===== config.mk =====
export PLATFORM = sky130hd
export DESIGN_NAME = frog_hit_sequencer
export DESIGN_NICKNAME = d
export VERILOG_FILES = /design/src/rtl/frog_hit_sequencer.sv
export SDC_FILE = /design/constraint.sdc
export NUM_CORES = 1
export LEC_CHECK = 0
export CORE_MARGIN = 2
export CORE_UTILIZATION = 40
export CTS_CLUSTER_DIAMETER = 150
export DETAILED_ROUTE_END_ITERATION = 6
export GPL_TIMING_DRIVEN = 0
export HOLD_SLACK_MARGIN = 0.12
export PLACE_DENSITY_LB_ADDON = 0.05
export SLEW_MARGIN = 0
export SYNTH_ARGS = -nofsm -noshare
export SYNTH_HDL_FRONTEND = slang
export SYNTH_SLANG_ARGS = --single-unit
export TNS_END_PERCENT = 100

===== constraint.sdc =====
create_clock -name clk_i -period 4.2 [get_ports clk_i]
set_input_delay 1.26 -clock clk_i [delete_from_list [all_inputs] [get_ports clk_i]]
set_output_delay 1.26 -clock clk_i [all_outputs]
set_load 0.01 [all_outputs]

===== src/rtl/frog_hit_sequencer.sv =====
// Per-frame collision scheduler: scans the car table through one overlap comparator, then
// sequences explosion hold, life decrement, respawn and game over.
module frog_hit_sequencer #(
  parameter int unsigned NumCars         = 8,
  parameter int unsigned GridSize        = 32,
  parameter int unsigned ExplosionCycles = 1000000,
  parameter int unsigned StartLives      = 3
) (
  input  logic       clk_i,
  input  logic       rst_ni,
  input  logic       frame_start_i,
  input  logic       game_restart_i,
  input  logic [9:0] frog_x_i,
  input  logic [9:0] frog_y_i,
  output logic [3:0] car_idx_o,
  input  logic [9:0] car_x_i,
  input  logic [4:0] car_row_i,
  input  logic       car_valid_i,
  output logic [3:0] hit_car_idx_o,
  output logic       scan_done_o,
  output logic       explosion_active_o,
  output logic       frog_freeze_o,
  output logic       respawn_o,
  output logic [2:0] lives_o,
  output logic       game_over_o
);

  localparam int unsigned     CntW     = $clog2(ExplosionCycles);
  localparam logic [CntW-1:0] CntLast  = CntW'(ExplosionCycles - 1);
  localparam logic [3:0]      IdxLast  = 4'(NumCars - 1);
  localparam logic [10:0]     Grid     = 11'(GridSize);
  localparam logic [2:0]      LivesIni = 3'(StartLives);

  typedef enum logic [2:0] {StIdle, StScan, StExplode, StRespawn, StGameOver} state_e;

  state_e          state_q;
  logic [3:0]      car_idx_q, cmp_idx_q, hit_idx_q;
  logic            cmp_vld_q, scan_done_q, respawn_q;
  logic [2:0]      lives_q;
  logic [CntW-1:0] cnt_q;

  logic [10:0] fx, fy, cx, cy;
  logic        hit;

  // Boxes overlap only with a strictly positive intersection on both axes.
  always_comb begin
    fx  = {1'b0, frog_x_i};
    fy  = {1'b0, frog_y_i};
    cx  = {1'b0, car_x_i};
    cy  = 11'(car_row_i) * Grid;
    hit = car_valid_i && (fx < cx + Grid) && (fx + Grid > cx) &&
          (fy < cy + Grid) && (fy + Grid > cy);
  end

  // cmp_idx_q names the slot whose table data is on the car inputs this clock.
  always_ff @(posedge clk_i or negedge rst_ni) begin
    if (!rst_ni) begin
      state_q     <= StIdle;
      car_idx_q   <= '0;
      cmp_idx_q   <= '0;
      hit_idx_q   <= '0;
      cmp_vld_q   <= 1'b0;
      scan_done_q <= 1'b0;
      respawn_q   <= 1'b0;
      lives_q     <= LivesIni;
      cnt_q       <= '0;
    end else begin
      scan_done_q <= 1'b0;
      respawn_q   <= 1'b0;
      if (game_restart_i) begin
        lives_q   <= LivesIni;
        cnt_q     <= '0;
        car_idx_q <= '0;
        cmp_vld_q <= 1'b0;
        respawn_q <= 1'b1;
        state_q   <= StRespawn;
      end else begin
        unique case (state_q)
          StIdle: begin
            if (frame_start_i) begin
              car_idx_q <= '0;
              cmp_vld_q <= 1'b0;
              state_q   <= StScan;
            end
          end
          StScan: begin
            if (cmp_vld_q && hit) begin
              hit_idx_q <= cmp_idx_q;
              if (lives_q != 3'd0) lives_q <= lives_q - 3'd1;
              cnt_q     <= '0;
              state_q   <= StExplode;
            end else if (cmp_vld_q && (cmp_idx_q == IdxLast)) begin
              scan_done_q <= 1'b1;
              state_q     <= StIdle;
            end else begin
              cmp_vld_q <= 1'b1;
              cmp_idx_q <= car_idx_q;
              if (car_idx_q != IdxLast) car_idx_q <= car_idx_q + 4'd1;
            end
          end
          StExplode: begin
            if (cnt_q == CntLast) begin
              cnt_q <= '0;
              if (lives_q != 3'd0) begin
                respawn_q <= 1'b1;
                state_q   <= StRespawn;
              end else begin
                state_q <= StGameOver;
              end
            end else begin
              cnt_q <= cnt_q + 1'b1;
            end
          end
          StRespawn:  state_q <= StIdle;
          StGameOver: state_q <= StGameOver;
          default:    state_q <= StIdle;
        endcase
      end
    end
  end

  assign car_idx_o          = car_idx_q;
  assign hit_car_idx_o      = hit_idx_q;
  assign scan_done_o        = scan_done_q;
  assign respawn_o          = respawn_q;
  assign lives_o            = lives_q;
  assign explosion_active_o = (state_q == StExplode);
  assign game_over_o        = (state_q == StGameOver);
  assign frog_freeze_o      = (state_q == StExplode) || (state_q == StRespawn) ||
                              (state_q == StGameOver);

endmodule


## After elaboration in Yosys (flattened, before gate mapping)

Index checks and enable logic that the tools add are counted.

- Latch bits: 0
- Memory bits (writable): 0
- Output and inout port bits: 16
- Word-level logic and storage cells: 93
- Memories kept: 0
- Register bits: 41
- Memory bits (read-only): 0

- Shift operators: 0
- $lt $le $gt $ge: 4
- Mux-type cells: 34
- Multiply operators: 0
- Add/sub/neg operators: 7
- Reductions and logical operators: 22
- Bitwise logic cells: 3
- Divide/modulo/power cells: 0
- Equal/unequal tests: 14

Operators by type and width:

| operator | number |
|---|---|
| $mux 20 | 3 |
| $add 10x6->11 const B | 4 |
| $pmux 20 s2 | 1 |
| $mux 3 | 10 |
| $gt 11x10->1 | 2 |
| $lt 10x11->1 | 2 |
| $add 20x1->20 const B | 1 |
| $eq 20x20->1 const B | 1 |
| $mux 4 | 5 |
| $ne 3x3->1 const B | 5 |
| $mux 1 | 12 |
| $pmux 3 s4 | 1 |
| $reduce_and 3->1 | 3 |
| $reduce_bool 3->1 | 3 |
| $pmux 4 s2 | 1 |
| $reduce_and 4->1 | 2 |
| $eq 3x2->1 const B | 2 |
| $logic_and 1x1->1 | 6 |
| $reduce_bool 2->1 | 3 |
| $reduce_and 5->1 | 1 |
| $add 4x1->4 const B | 1 |
| $eq 4x3->1 const B | 1 |
| $ne 4x3->1 const B | 1 |
| $ne 4x4->1 const B | 1 |
| 9 further kinds | 12 |

## Longest topological paths before layout

Gate-level depths: netlist of run 1.

- Word-level depth: 10
- Mapped depth: 13
- Gate-level depth less buffers: 11

## Least setup slack after synthesis of run 1

OpenSTA, ideal clock, no wires.

- Path kind: input -> register
- Start: input port frog_x_i[5]
- End: register cnt_q[14]
- Cell stages on the path: 12
- Slack: 199 ps
- Data arrival time: 3921 ps
- Path buffers: 1
- Cell sequence: ha_1 > nand3_1 > xnor2_1 > ha_1 > and3_1 > and3_1 > a2111oi_0 > a221o_1 > or4_1 > buf_2 > a2111oi_2 > mux2i_1

- Word-level cells in the longest chain between the ends: 8
- Elaborated cells between the ends (all ways): 10

RTL lines:

| what | RTL line | RTL |
|---|---|---|
| from (decl) | 13 | `input logic [9:0] frog_x_i,` |
| $add 10x6->11 / $lt 10x11->1 (equally long branches) | 51 | `hit = car_valid_i && (fx < cx + Grid) && (fx + Grid > cx) &&` |
| $gt 11x10->1 / $logic_and 1x1->1 (equally long branches) | 51 |  |
| $logic_and 1x1->1 * (2 in a row) | 51 |  |
| $logic_and 1x1->1 * | 52 | `(fy < cy + Grid) && (fy + Grid > cy);` |
| $logic_and 1x1->1 * | 87 | `if (cmp_vld_q && hit) begin` |
| $ne 3x3->1 (no source line) * | -- |  |
| $reduce_and 2->1 (no source line) * | -- |  |
| to (signal assigned) | 111 | `cnt_q <= cnt_q + 1'b1;` |
| to (decl) | 40 | `logic [CntW-1:0] cnt_q;` |

Every way passes the cells marked *; elsewhere a longest branch is shown, timed or not.
A chain may end at the register's enable or synchronous reset.

## Worst setup path after layout of run 1

- Start: input port car_row_i[0]
- End: register cnt_q[14]

- Word-level cells in the longest chain between the ends: 7
- Elaborated cells between the ends (all ways): 8

RTL lines:

| what | RTL line | RTL |
|---|---|---|
| from (decl) | 17 | `input logic [4:0] car_row_i,` |
| $add 10x6->11 | 52 |  |
| $lt 10x11->1 | 52 |  |
| $logic_and 1x1->1 | 51 |  |
| $logic_and 1x1->1 * | 52 |  |
| $logic_and 1x1->1 * | 87 |  |
| $ne 3x3->1 (no source line) * | -- |  |
| $reduce_and 2->1 (no source line) * | -- |  |

Marked as above.

==> metrics.txt, run 1 <==
initial DRC count=143; Die ar.=0.008560 mm²; vias per inst=about 5.4; syn avg cell area=roughly 9 µm²; status=completed; synth unique cells=49; Post-Place Cells=roughly 510; Skew-Pair Late Insertion Delay=around 290 ps; max cap viols=0; deepest clock path buffer count=2; routability cong.=between 0.8 and 0.9; critical path required time=4420 ps; reg-to-reg critical path startpoint=cnt_q[0]$_DFFE_PN0P_; Final Hold Fails=0; ANT nets after route=0; final-report setup violation count=0; Internal=between 700 and 800 µW; cell accounting for the most synthesized area=dfrtp_1; sequential cell area=between 0.001 and 0.0015 mm²; r2r endpoint=cnt_q[8]$_DFFE_PN0P_; CP Launch Type=input port; crit share post-route=96.14%; Worst-Margin Slew=708.7 ps; non-filler cells, final=roughly 520; HPWL after DPL=between 5 and 6 mm; Synth Register Bits=between 40 and 50; Seq/Total Area, Yosys=between 30% and 40%; CTS Root Cell=clkbuf_8; CP Class=input port to flop; initial antenna violation count=0; global-route usage over all layers=approximately a fifth; via count of the routed design=around 2800; initial core utilization=between 40% and 50%; fill count=around 710; overall power=1.186 mW; I/O pins=56; fraction of registers with async set/reset=100.0%; global-route wire length before repair=13.55 mm; kind of end point of the critical path=flop; commonest non-fill, non-tap cell in the layout=clkdlybuf4s50_1; Sw Share=between 30% and 40%; clock skew=7.428 ps; setup ws final=approximately 160 ps; Reg clk slew, reported paths=80 ps; share of post-route cells with drive strength above 1=~12%; final wirelength=7.831 mm; Top FF cell, synth=dfrtp_1; grt ovf=0; leakage power=roughly 1.8 nW; RSZ-0062 raised after global routing=no; # rows=32; NumNets Final=between 400 and 500; Synth Net Count=423; Psw=slightly below 400 µW; power share of the combinational group=roughly 34%; TritonCTS Sinks=between 40 and 50; CP startpoint=car_row_i[0]; routed wire length per instance=15.09 µm; vias in the first global route=2915; fin. max-slew vios=0; drt drc=0; post-synthesis cell count=between 300 and 400; total CTS buffers=5; yosys warns=0; first-pass iteration count of the detailed router=4; most frequent cells in the layout=clkdlybuf4s50_1 (45), dfrtp_1 (39), nand3_1 (35), ha_1 (30), inv_1 (28); die height=roughly 90 µm; r2r worst-path depth=9; port bufs=55; Post-synth EDFFs=0; Area contributors post-synth=dfrtp_1 (31%), ha_1 (13%), mux2i_1 (5.7%), nand3_1 (5.6%), a21oi_1 (3.7%); footprint of the multi-input gates=approximately 0.0020 mm²; Seq pwr share=roughly 38%; worst hold path type=flop to flop; Cell Pwr Density=293.3 mW/mm²; Worst R2R Setup Slack=1300 ps; Max Freq=roughly 0.25 GHz; maximum vdd ir drop=around 0.00022 V; H-tree depth=2; WP data arrival=around 4300 ps; Place WS=-715.5 ps; Clock power frac=roughly 28%; Worst setup endpoint=cnt_q[14]$_DFFE_PN0P_; die width=between 90 and 100 µm; Core ar.=0.007647 mm²; CTS tree=done; top cell type's share of synthesized area=a little over 30%; largest net degree at the start of global routing=28; Layout Area Growth over Synthesis=28.98%; Max FO, Critical Path=10; Post-Syn Area=0.003134 mm²; Rel. slew slack=52.65%; n_diodes=0; Tmin final=approximately 4000 ps
==> logic make-up (layout without fill, tap and decap cells) <==
| logic type | count (synthesis) | after routing | share of synthesized area [%] |
|---|---|---|---|
| simple gates | 131 | 131 | 23.11 |
| compound gates | 64 | 64 | 13.25 |
| flops | 41 | 41 | 32.81 |
| buf+inv | 41 | 108 | 4.950 |
| xor+xnor | 12 | 12 | 3.353 |
| fa+ha+maj | 33 | 33 | 13.17 |
| mux | 28 | 28 | 9.341 |
==> per-layer routing <==
layer	track usage [%]	routed length, µm	vias to the layer above
li1	-	-	1417
met1	25.53	3668	1337
met2	32.91	3727	60
met3	2.848	342	8
met4	5.597	93	0
met5	0	0	-
==> worst min path at each step <==
stage                           end            startpoint  depth (start not counted)
2_1_floorplan  cnt_q[4]$_DFFE_PN0P_  cnt_q[4]$_DFFE_PN0P_                          1
3_3_place_gp   cnt_q[4]$_DFFE_PN0P_  cnt_q[4]$_DFFE_PN0P_                          1
3_5_place_dp   cnt_q[2]$_DFFE_PN0P_  cnt_q[2]$_DFFE_PN0P_                          1
4_1_cts        cnt_q[2]$_DFFE_PN0P_  cnt_q[2]$_DFFE_PN0P_                          1
5_1_grt        cnt_q[2]$_DFFE_PN0P_  cnt_q[2]$_DFFE_PN0P_                          1
6_report       cnt_q[2]$_DFFE_PN0P_  cnt_q[2]$_DFFE_PN0P_                          1
==> power groups by stage <==
stage,registers (mW),logic [mW],clock network (mW)
after floorplan,0.449,0.250,0
after global placement,0.452,0.390,0
after detailed placement,0.453,0.396,0
after CTS,0.445,0.405,0.345
after global routing,0.449,0.460,0.364
final,0.445,0.406,0.334
==> timing repair <==
action	in CTS	in global routing
endpoints found under the setup margin	28	24
hold buffers	0	0
pin swaps	1	8
buffers inserted	1	3
endpoints found under the hold margin	0	0
resized for setup	25	24
==> sequential cells by signal (all words and copies together) (netlist names) <==
register and count:
cnt_q 20, car_idx_o 4, cmp_idx_q 4, hit_car_idx_o 4, lives_o 3, state_q 3
cmp_vld_q 1, respawn_o 1, scan_done_o 1
==> worst max-delay path: stages <==
cell	delay (ps)
clkdlybuf4s50_1	490
ha_1	320
inv_1	40
ha_1	250
nor2b_1	130
o21a_1	180
o211ai_1	170
a21oi_1	170
or4_4	530
buf_8	160
a2111oi_4	350
mux2i_1	210
==> cells in the mapped netlist, drive strengths merged, types with 2 or more instances <==
master,n
a21oi,23
o21ai,11
clkbuf,11
and3,15
xor2,4
nand4,5
mux2i,18
o21a,3
and2,2
or4,4
a2111oi,2
a21boi,2
dfrtp,39
nor2,11
nand3b,14
nor2b,5
mux2,10
nand2,19
nand2b,5
xnor2,8
a31oi,2
inv,28
buf,2
ha,33
dfstp,2
nor4,2
nor3,9
a211oi,8
a21o,3
nand3,35
==> metrics by stage <==
| stage | TNS, ps | utilization, % | hold slack, ps | cell area [µm²] |
|---|---|---|---|---|
| after floorplan | 0 | - | 455.9 | 3134 |
| after global placement | -18250 | 49.85 | 482.0 | 3812 |
| after detailed placement | -18840 | 50.05 | 485.5 | 3827 |
| after CTS | 0 | 52.42 | 497.2 | 4009 |
| after global routing | 0 | 52.86 | 510.9 | 4043 |
| final | 0 | 52.86 | 488.7 | 4043 |
==> area by class of cell <==
class | instances | share of cell area (%)
flip-flops and latches | 41 | 25.44
repair buffers | 60 | 14.18
inverters | 28 | 2.600
well taps | 102 | 3.157
clock buffers | 7 | 2.136
multi-input cells | 268 | 50.23
plain buffers | 12 | 1.517
clock inverters | 1 | 0.7428
No activity file was read; power rests on OpenSTA's default activity.
==> run 2: changes to the inputs <==
--- a/config.mk
+++ b/config.mk
@@ -11,7 +11,7 @@
 export DETAILED_ROUTE_END_ITERATION = 6
 export GPL_TIMING_DRIVEN = 0
 export HOLD_SLACK_MARGIN = 0.12
-export PLACE_DENSITY_LB_ADDON = 0.05
+export PLACE_DENSITY_LB_ADDON = 0.08
 export SLEW_MARGIN = 0
 export SYNTH_ARGS = -nofsm -noshare
 export SYNTH_HDL_FRONTEND = slang
==> run 2 against run 1 <==
  * Cell count increased by 0.39%
  * Die area unchanged
  * Combinational power increased by 2%
  * Routed wire length increased by 0.28%
  * Maximum frequency decreased by 0.87%
  * Sequential cell count unchanged
  * Sequential share of layout area decreased by 0.23 points
  * Non-clock buffer count increased by 2
  * Final area increased by 0.90%
  * Core utilization increased by 0.47 points
  * Critical path depth unchanged
==> metrics.txt, run 2 (same netlist as run 1, synthesis figures left out) <==
die width=roughly 90 µm; routability cong.=0.8456; CTS tree=done; Tmin final=4073 ps; die height=~93 µm; commonest non-fill, non-tap cell in the layout=clkdlybuf4s50_1; share of post-route cells with drive strength above 1=between 10% and 20%; clock skew=approximately 14 ps; Worst setup endpoint=cnt_q[14]$_DFFE_PN0P_; Core ar.=around 0.0076 mm²; Sw Share=33.32%; Max Freq=between 0.2 and 0.25 GHz; status=completed; power share of the combinational group=between 30% and 40%; CP Class=input port to flop; WP data arrival=roughly 4300 ps; Reg clk slew, reported paths=about 80 ps; initial antenna violation count=0; H-tree depth=2; # hold bufs at CTS=0; total CTS buffers=5; most frequent cells in the layout=clkdlybuf4s50_1 (43), dfrtp_1 (39), nand3_1 (35), ha_1 (30), inv_1 (28); Max FO, Critical Path=10; initial core utilization=40.98%; r2r endpoint=cnt_q[12]$_DFFE_PN0P_; n_diodes=0; Seq pwr share=37.1%; Skew-Pair Late Insertion Delay=around 300 ps; global-route usage over all layers=between 10% and 20%; final hold slack=just under 500 ps; final wirelength=around 8 mm; number of flip-flops in the largest register=20; I/O pins=56; initial DRC count=about 130; NumNets Final=491; footprint of the multi-input gates=between 0.002 and 0.0025 mm²; kind of end point of the critical path=flop; port bufs=55; fin. max-slew vios=0; deepest clock path buffer count=2; TritonCTS Sinks=between 40 and 50; sequential cell area=0.001028 mm²; Clock power frac=between 20 and 30%; crit share post-route=a little over nine tenths; CP startpoint=frog_x_i[7]; Biggest register=cnt_q; Psw=around 400 µW; reg-to-reg critical path startpoint=cnt_q[0]$_DFFE_PN0P_; worst hold path type=flop to flop; via count of the routed design=2803; vias in the first global route=2764; overall power=1.202 mW; CP Launch Type=input port; first-pass iteration count of the detailed router=4; ANT nets after route=0; Internal=around 800 µW; largest net degree at the start of global routing=27; Worst-Margin Slew=700.8 ps; global-route wire length before repair=13.16 mm; Final Hold Fails=0; # rows=32; final-report setup violation count=0; routed wire length per instance=about 15 µm; r2r worst-path depth=9; drt drc=0; HPWL after DPL=~5.8 mm; vias per inst=roughly 5.4; critical path required time=4410 ps; Cell Pwr Density=294.6 mW/mm²; Rel. slew slack=about 53%; fill count=roughly 710; CTS Root Cell=clkbuf_8; Worst R2R Setup Slack=around 1300 ps; Layout Area Growth over Synthesis=30.14%; Die ar.=around 0.0086 mm²; leakage power=roughly 1.8 nW; max cap viols=0; grt ovf=0; maximum vdd ir drop=0.0002711 V; total negative setup slack=0 ps
==> run 2: cell count changes in the layout (fill, tap and decap cells not counted), sizes merged <==
cell	before	now
clkdlybuf4s50	45	43
clkinvlp	0	1
dlygate4sd2	4	1
dlymetal6s2s	1	4
clkdlybuf4s15	0	2
clkbuf	19	20
==> run 2: layout make-up <==
class	instances	area share, %
clock inverter	2	0.9202
inverter	28	2.577
sequential	41	25.21
timing repair buffer	62	14.69
buffer	12	1.503
tap	102	3.129
multi-input combinational	268	49.94
clock buffer	6	2.025
==> run 2: worst min path at each step <==
stage / to / start / depth (start not counted) / slack (ps)
floorplan: cnt_q[4]$_DFFE_PN0P_ / cnt_q[4]$_DFFE_PN0P_ / 1 / 460
finish: cnt_q[2]$_DFFE_PN0P_ / cnt_q[2]$_DFFE_PN0P_ / 1 / 490
global placement: cnt_q[4]$_DFFE_PN0P_ / cnt_q[4]$_DFFE_PN0P_ / 1 / 480
global route: cnt_q[4]$_DFFE_PN0P_ / cnt_q[4]$_DFFE_PN0P_ / 1 / 520
CTS: cnt_q[4]$_DFFE_PN0P_ / cnt_q[4]$_DFFE_PN0P_ / 1 / 490
detailed placement: cnt_q[4]$_DFFE_PN0P_ / cnt_q[4]$_DFFE_PN0P_ / 1 / 480
==> run 2: critical path, cell delays in order <==
cell	delay, ps
dlygate4sd2_1	280
and3_4	190
xor2_1	140
ha_1	310
and3_4	200
and3_1	160
a2111oi_2	70
a221o_1	360
or4_4	560
buf_8	160
a2111oi_4	370
mux2i_1	220
==> run 2: per-layer routing <==
metal,GRT usage (%),vias up,wire length (µm)
li1,-,1413,-
met4,3.358,0,51
met1,26.11,1330,3858
met5,0,-,0
met2,31.51,55,3618
met3,2.929,5,324
==> run 2: power groups by stage <==
| stage | logic (mW) | clock network [mW] | registers [mW] |
|---|---|---|---|
| after floorplan | 0.250 | 0 | 0.449 |
| after global routing | 0.467 | 0.364 | 0.450 |
| after CTS | 0.405 | 0.347 | 0.445 |
| final | 0.416 | 0.341 | 0.445 |
| after global placement | 0.388 | 0 | 0.453 |
| after detailed placement | 0.394 | 0 | 0.452 |
==> run 2: through the flow <==
stage | area [µm²] | util (%) | instances | worst slack (ps)
3_5_place_dp | 3827 | 50.05 | 508 | -811.7
6_report | 4079 | 53.34 | 521 | 126.9
2_1_floorplan | 3134 | - | 350 | 199.1
5_1_grt | 4079 | 53.34 | 521 | -1.303
3_3_place_gp | 3812 | 49.85 | 507 | -742.8
4_1_cts | 4026 | 52.65 | 517 | 18.92
==> run 2: timing repair <==
item / in CTS / in global routing
endpoints found under the hold margin: 0 / 0
pin swaps: 1 / 11
buffers inserted: 2 / 4
gates resized for setup: 28 / 21
endpoints found under the setup margin: 34 / 27
gates cloned: 0 / 0
